===== config.mk =====
export PLATFORM = sky130hd
export DESIGN_NAME = regfile_wb_ctrl
export DESIGN_NICKNAME = d
export VERILOG_FILES = /design/src/rtl/regfile_wb_ctrl.sv
export SDC_FILE = /design/constraint.sdc
export NUM_CORES = 1
export LEC_CHECK = 0
export ABC_AREA = 1
export CORE_ASPECT_RATIO = 1.75
export CORE_MARGIN = 3
export CORE_UTILIZATION = 40
export DETAILED_ROUTE_END_ITERATION = 10
export PLACE_DENSITY = 0.75
export REMOVE_ABC_BUFFERS = 1
export SLEW_MARGIN = 30
export SYNTH_ARGS = -nofsm -noshare
export SYNTH_HDL_FRONTEND = slang
export SYNTH_SLANG_ARGS = --single-unit

===== constraint.sdc =====
create_clock -name aclk -period 8.5 [get_ports aclk]
set_clock_uncertainty 0.05 [all_clocks]
set_input_delay 1.275 -clock aclk [delete_from_list [all_inputs] [get_ports aclk]]
set_output_delay 1.275 -clock aclk [all_outputs]
set_load 0.02 [all_outputs]

===== src/rtl/regfile_wb_ctrl.sv =====
// Write-port controller for the 32x32 register file: round-robin writeback
// arbitration, registered write stage and pending-write scoreboard.
module regfile_wb_ctrl #(
   parameter int unsigned NUM_SRC = 2
) (
   input  logic                      aclk,
   input  logic                      resetn,
   input  logic                      issue_valid,
   input  logic [4:0]                issue_rd,
   output logic                      issue_ready,
   input  logic [4:0]                chk_rs1,
   input  logic [4:0]                chk_rs2,
   output logic                      rs1_busy,
   output logic                      rs2_busy,
   input  logic [NUM_SRC-1:0]        wb_valid,
   input  logic [5*NUM_SRC-1:0]      wb_rd,
   input  logic [32*NUM_SRC-1:0]     wb_data,
   output logic [NUM_SRC-1:0]        wb_ready,
   output logic                      rf_write_en,
   output logic [4:0]                rf_rd,
   output logic [31:0]               rf_rd_data,
   output logic [5:0]                pending_cnt,
   output logic                      err_unexp_wb
);

   localparam int unsigned RW   = 5;
   localparam int unsigned DW   = 32;
   localparam int unsigned NREG = 32;
   localparam int unsigned CW   = 6;
   localparam int unsigned GW   = (NUM_SRC > 2) ? 2 : 1;

   logic [NREG-1:0]    r_busy;
   logic [GW-1:0]      r_last_grant;
   logic               r_wr_en;
   logic [RW-1:0]      r_rf_rd;
   logic [DW-1:0]      r_rf_data;
   logic [CW-1:0]      r_pending_cnt;
   logic               r_err;

   logic [NREG-1:0]    w_busy_nxt;
   logic [GW-1:0]      w_cand;
   logic [GW-1:0]      w_grant_idx;
   logic               w_grant_vld;
   logic [NUM_SRC-1:0] w_grant;
   logic [RW-1:0]      w_sel_rd;
   logic [DW-1:0]      w_sel_data;
   logic               w_issue_fire;
   logic               w_unexp;

   function automatic logic [CW-1:0] popcnt(input logic [NREG-1:0] v);
      logic [CW-1:0] c;
      c = '0;
      for (int i = 0; i < NREG; i++) begin
         c = c + CW'(v[i]);
      end
      return c;
   endfunction

   // Round-robin search starting one past the last granted requester
   always_comb begin
      w_grant_vld = 1'b0;
      w_grant_idx = '0;
      w_cand      = '0;
      w_grant     = '0;
      for (int unsigned k = 1; k <= NUM_SRC; k++) begin
         w_cand = GW'((32'(r_last_grant) + k) % NUM_SRC);
         if (!w_grant_vld && wb_valid[w_cand]) begin
            w_grant_vld = 1'b1;
            w_grant_idx = w_cand;
         end
      end
      if (!resetn) begin
         w_grant_vld = 1'b0;
      end
      if (w_grant_vld) begin
         w_grant[w_grant_idx] = 1'b1;
      end
   end

   always_comb begin
      w_sel_rd   = '0;
      w_sel_data = '0;
      for (int i = 0; i < NUM_SRC; i++) begin
         if (w_grant_idx == GW'(i)) begin
            w_sel_rd   = wb_rd[i*RW +: RW];
            w_sel_data = wb_data[i*DW +: DW];
         end
      end
   end

   assign wb_ready     = w_grant;
   assign issue_ready  = resetn && ((issue_rd == '0) || !r_busy[issue_rd]);
   assign w_issue_fire = issue_valid && issue_ready && (issue_rd != '0);
   assign rs1_busy     = (chk_rs1 != '0) && r_busy[chk_rs1];
   assign rs2_busy     = (chk_rs2 != '0) && r_busy[chk_rs2];

   // A write to a register nobody is waiting on is flagged but still performed
   assign w_unexp = w_grant_vld && (w_sel_rd != '0) && !r_busy[w_sel_rd] &&
                    !(r_wr_en && (r_rf_rd == w_sel_rd));

   // Clear on regfile commit, set on issue; the two never hit the same bit
   always_comb begin
      w_busy_nxt = r_busy;
      if (r_wr_en) begin
         w_busy_nxt[r_rf_rd] = 1'b0;
      end
      if (w_issue_fire) begin
         w_busy_nxt[issue_rd] = 1'b1;
      end
      w_busy_nxt[0] = 1'b0;
   end

   always_ff @(posedge aclk) begin
      if (!resetn) begin
         r_busy        <= '0;
         r_pending_cnt <= '0;
         r_wr_en       <= 1'b0;
         r_rf_rd       <= '0;
         r_rf_data     <= '0;
         r_err         <= 1'b0;
         r_last_grant  <= GW'(NUM_SRC - 1);
      end else begin
         r_busy        <= w_busy_nxt;
         r_pending_cnt <= popcnt(w_busy_nxt);
         r_wr_en       <= w_grant_vld && (w_sel_rd != '0);
         if (w_grant_vld) begin
            r_rf_rd      <= w_sel_rd;
            r_rf_data    <= w_sel_data;
            r_last_grant <= w_grant_idx;
         end
         if (w_unexp) begin
            r_err <= 1'b1;
         end
      end
   end

   assign rf_write_en  = r_wr_en;
   assign rf_rd        = r_rf_rd;
   assign rf_rd_data   = r_rf_data;
   assign pending_cnt  = r_pending_cnt;
   assign err_unexp_wb = r_err;

endmodule


==> results of run 1 <==
==> final cells by class <==
class / count / area (sq um) / share of cell area (%)
well taps: 174 / 218 / 2.95
clock inverters: 7 / 58.8 / 0.797
clock buffers: 9 / 225 / 3.05
repair buffers: 152 / 1490 / 20.2
flip-flops and latches: 77 / 1540 / 20.9
multi-input cells: 614 / 3340 / 45.3
inverters: 134 / 503 / 6.82
==> final timing paths <==
kind	from	end	cells after the start
setup / recovery	issue_rd[0]	pending_cnt[4]	26
hold / removal	err_unexp_wb	err_unexp_wb	2
hold reg to reg	err_unexp_wb	err_unexp_wb	2
setup reg to reg	r_busy[17]	pending_cnt[4]	26
==> worst max-delay path, stage by stage <==
cell and delay (ns):
clkdlybuf4s50_1 0.70, nor2_1 0.28, a21oi_1 0.20, nand2_1 0.06, nand2_1 0.05, nand2_1 0.06, nor2_2 0.10, nand2_1 0.09
nor2_4 0.54, nand4_1 0.22, and2_1 0.21, fa_1 0.48, inv_1 0.05, fa_1 0.48, inv_1 0.05, fa_1 0.48
inv_1 0.06, fa_1 0.51, fa_1 0.54, fa_1 0.42, fa_1 0.42, fa_1 0.41, a21oi_1 0.16, o21ba_2 0.15
o21ai_0 0.08, a21oi_1 0.12
==> cells by family (layout without fill, tap and decap cells) <==
group,Yosys count,count (layout)
AND/OR/NAND/NOR,364,364
adder cells (fa/ha/maj),30,30
buffers and inverters,173,302
AO/OA/AOI/OAI,219,219
XOR/XNOR,1,1
flip-flops,77,77
==> state kept, by name (all words and copies together), names as in the netlist <==
signal,count
pending_cnt,6
r_busy,31
rf_rd_data,32
r_last_grant,1
rf_rd,5
err_unexp_wb,1
rf_write_en,1
==> cell usage after synthesis (all sizes together) <==
cell type and n:
o22ai 1, nand4 33, clkbuf 27, fa 23, o211ai 1, a22oi 18, nand3b 2, xor2 1
nor3 19, inv 133, a31oi 15, ha 7, o21ba 1, a21oi 113, clkinv 1, o31ai 2
buf 12, nand2 182, dfxtp 77, nor2 66, and2 9, o21ai 66, a41oi 2, nand3 53
==> metal layers <==
metal	vias up	track usage, %
li1	3098	-
met3	91	5.00
met1	2932	28.7
met5	-	0
met4	0	18.8
met2	286	46.5
==> metrics by stage <==
step / hold WS [ns] / total power (W) / setup WS (ns) / utilization [%] / instances
finish: 0.408 / 0.00100 / 0.510 / 54.6 / 1167
CTS: 0.411 / 0.00101 / 0.562 / 54.6 / 1167
floorplan: 0.420 / 0.000520 / 1.45 / - / 825
detailed placement: 0.397 / 0.000644 / 0.221 / 52.5 / 1151
global placement: 0.385 / 0.000644 / 0.315 / 52.5 / 1151
global route: 0.446 / 0.00105 / 0.156 / 54.6 / 1167
==> power by group through the flow <==
stage	clock network (W)	registers, W	logic [W]
after floorplan	0	0.000414	0.000106
after global placement	0	0.000397	0.000247
after detailed placement	0	0.000397	0.000247
after CTS	0.000374	0.000389	0.000249
after global routing	0.000389	0.000392	0.000273
final	0.000367	0.000390	0.000248
==> reports/qor.txt, run 1 <==
outcome = finished clean
Fin. Hold Viols = 0
Num CTS Buffers = 9
top cell type by total area after synthesis = dfxtp_1
multiplexer share of the synthesized area = 0%
sw frac = 31.4%
1st-iter DRT viols = 599
fin area = 7380 sq um
pwr/cell area = 136 nW/um^2
area fraction of the dominant cell type after synthesis = 27.7%
met3 WL post-DR = 1240 microns
vias in the first global route = 6274
Post-Syn Area = 5560 sq um
Post-CTS Resized = 0
most frequent cells in the layout = 180 x nand2_1, 142 x clkdlybuf4s50_1, 131 x inv_1, 113 x a21oi_1, 77 x dfxtp_1
Area contributors post-synth = dfxtp_1 28%, nand2_1 12%, a21oi_1 10%
Yosys warning count = 0
IO Pins = 144
Flop pwr share = 38.8%
sequential fraction of the synthesis area = 27.7%
CTS root buffer = clkbuf_16
clock sinks = 77
total of max-cap violations = 0
Max Root-Sink Buffers = 2
Setup CP Type = in2reg
largest family of logic cells by synthesized area = simple AND/OR/NAND/NOR gates
cell count after synthesis = 864
RSZ-0062 raised after global routing = no
initial antenna violation count = 0
final RePlAce weighted congestion = 1.04
HP Class = reg2reg
Layout Nets = 1112
setup tns final = 0 ns
compound-cell area share of the yosys netlist = 21.2%
Die W = 95.1 microns
Yosys cell types = 33
final worst path period need = 7.99 ns
layout cells sized above 1 = 3.63%
Remaining Overflow, GRT = 0
WP data arrival = 8.20 ns
CP startpoint kind = input port
fin crit share = 94.0%
worst-path fanout max = 32
post-synthesis adder-cell area fraction = 9.85%
Worst-path clk slew = 0.07 ns
Avg Inst Size Synth = 6.44 sq um
core footprint = 13500 sq um
Worst slew margin = 47.6%
crit end category = flip-flop
Worst Path Required = 8.71 ns
I/O Buffers = 143
hold buffer count at cts = 0
combinational share of power = 24.7%
antenna-violating nets left = 0
DRT Wirelength = 20400 microns
power share of the clock group = 36.5%
via density per instance = 5.49
Switch Pwr = 0.000316 W
detailed placer's ending HPWL = 15800 microns
Ant. Diodes = 0
Layout area overhead = 32.7%
WL/cell = 17.4 microns
Post-Route M1 WL = 7090 microns
starting density of the core = 41.1%
Leak = 3.11 nW
Max Transition Viols Final = 0
detailed-router iteration count before antenna repair = 6
maximum vdd drop = 133 uV
Via Count = 6407
DRC Markers = 0
All-Layer GR Usage = 26.9%
placed cell area = 7100 sq um
CTS tree = yes
flop-to-flop setup slack = 1.83 ns
Pint = 0.000689 W
post-CTS setup buffer count = 0
Fmax = 125 MHz
Post-Synth Simple-Gate Area = 28.7%
routed wl met2 = 10500 microns
Die Footprint = 15400 sq um
Synth Register Bits = 77
top sig layer = met4
Fillers = 1331
commonest non-fill, non-tap cell in the layout = nand2_1
final setup violation count = 0
largest net degree at the start of global routing = 72
clock latency reported for the late side of the worst-skew pair = 0.34 ns
htree depth = 3
Rows = 56
XOR/XNOR Fraction of Synth Area = 0.157%
Die H = 162 microns
Slew @ Worst Pin = 0.785 ns
first-pass GRT wire length = 32100 microns
(Power assumes the default switching activity.)
==> run 2, diff against run 1 <==
CTS_CLUSTER_DIAMETER = 30   (was not set)
==> results of run 2 <==
The final DEF is identical to that of run 1; final timing and power are the same.
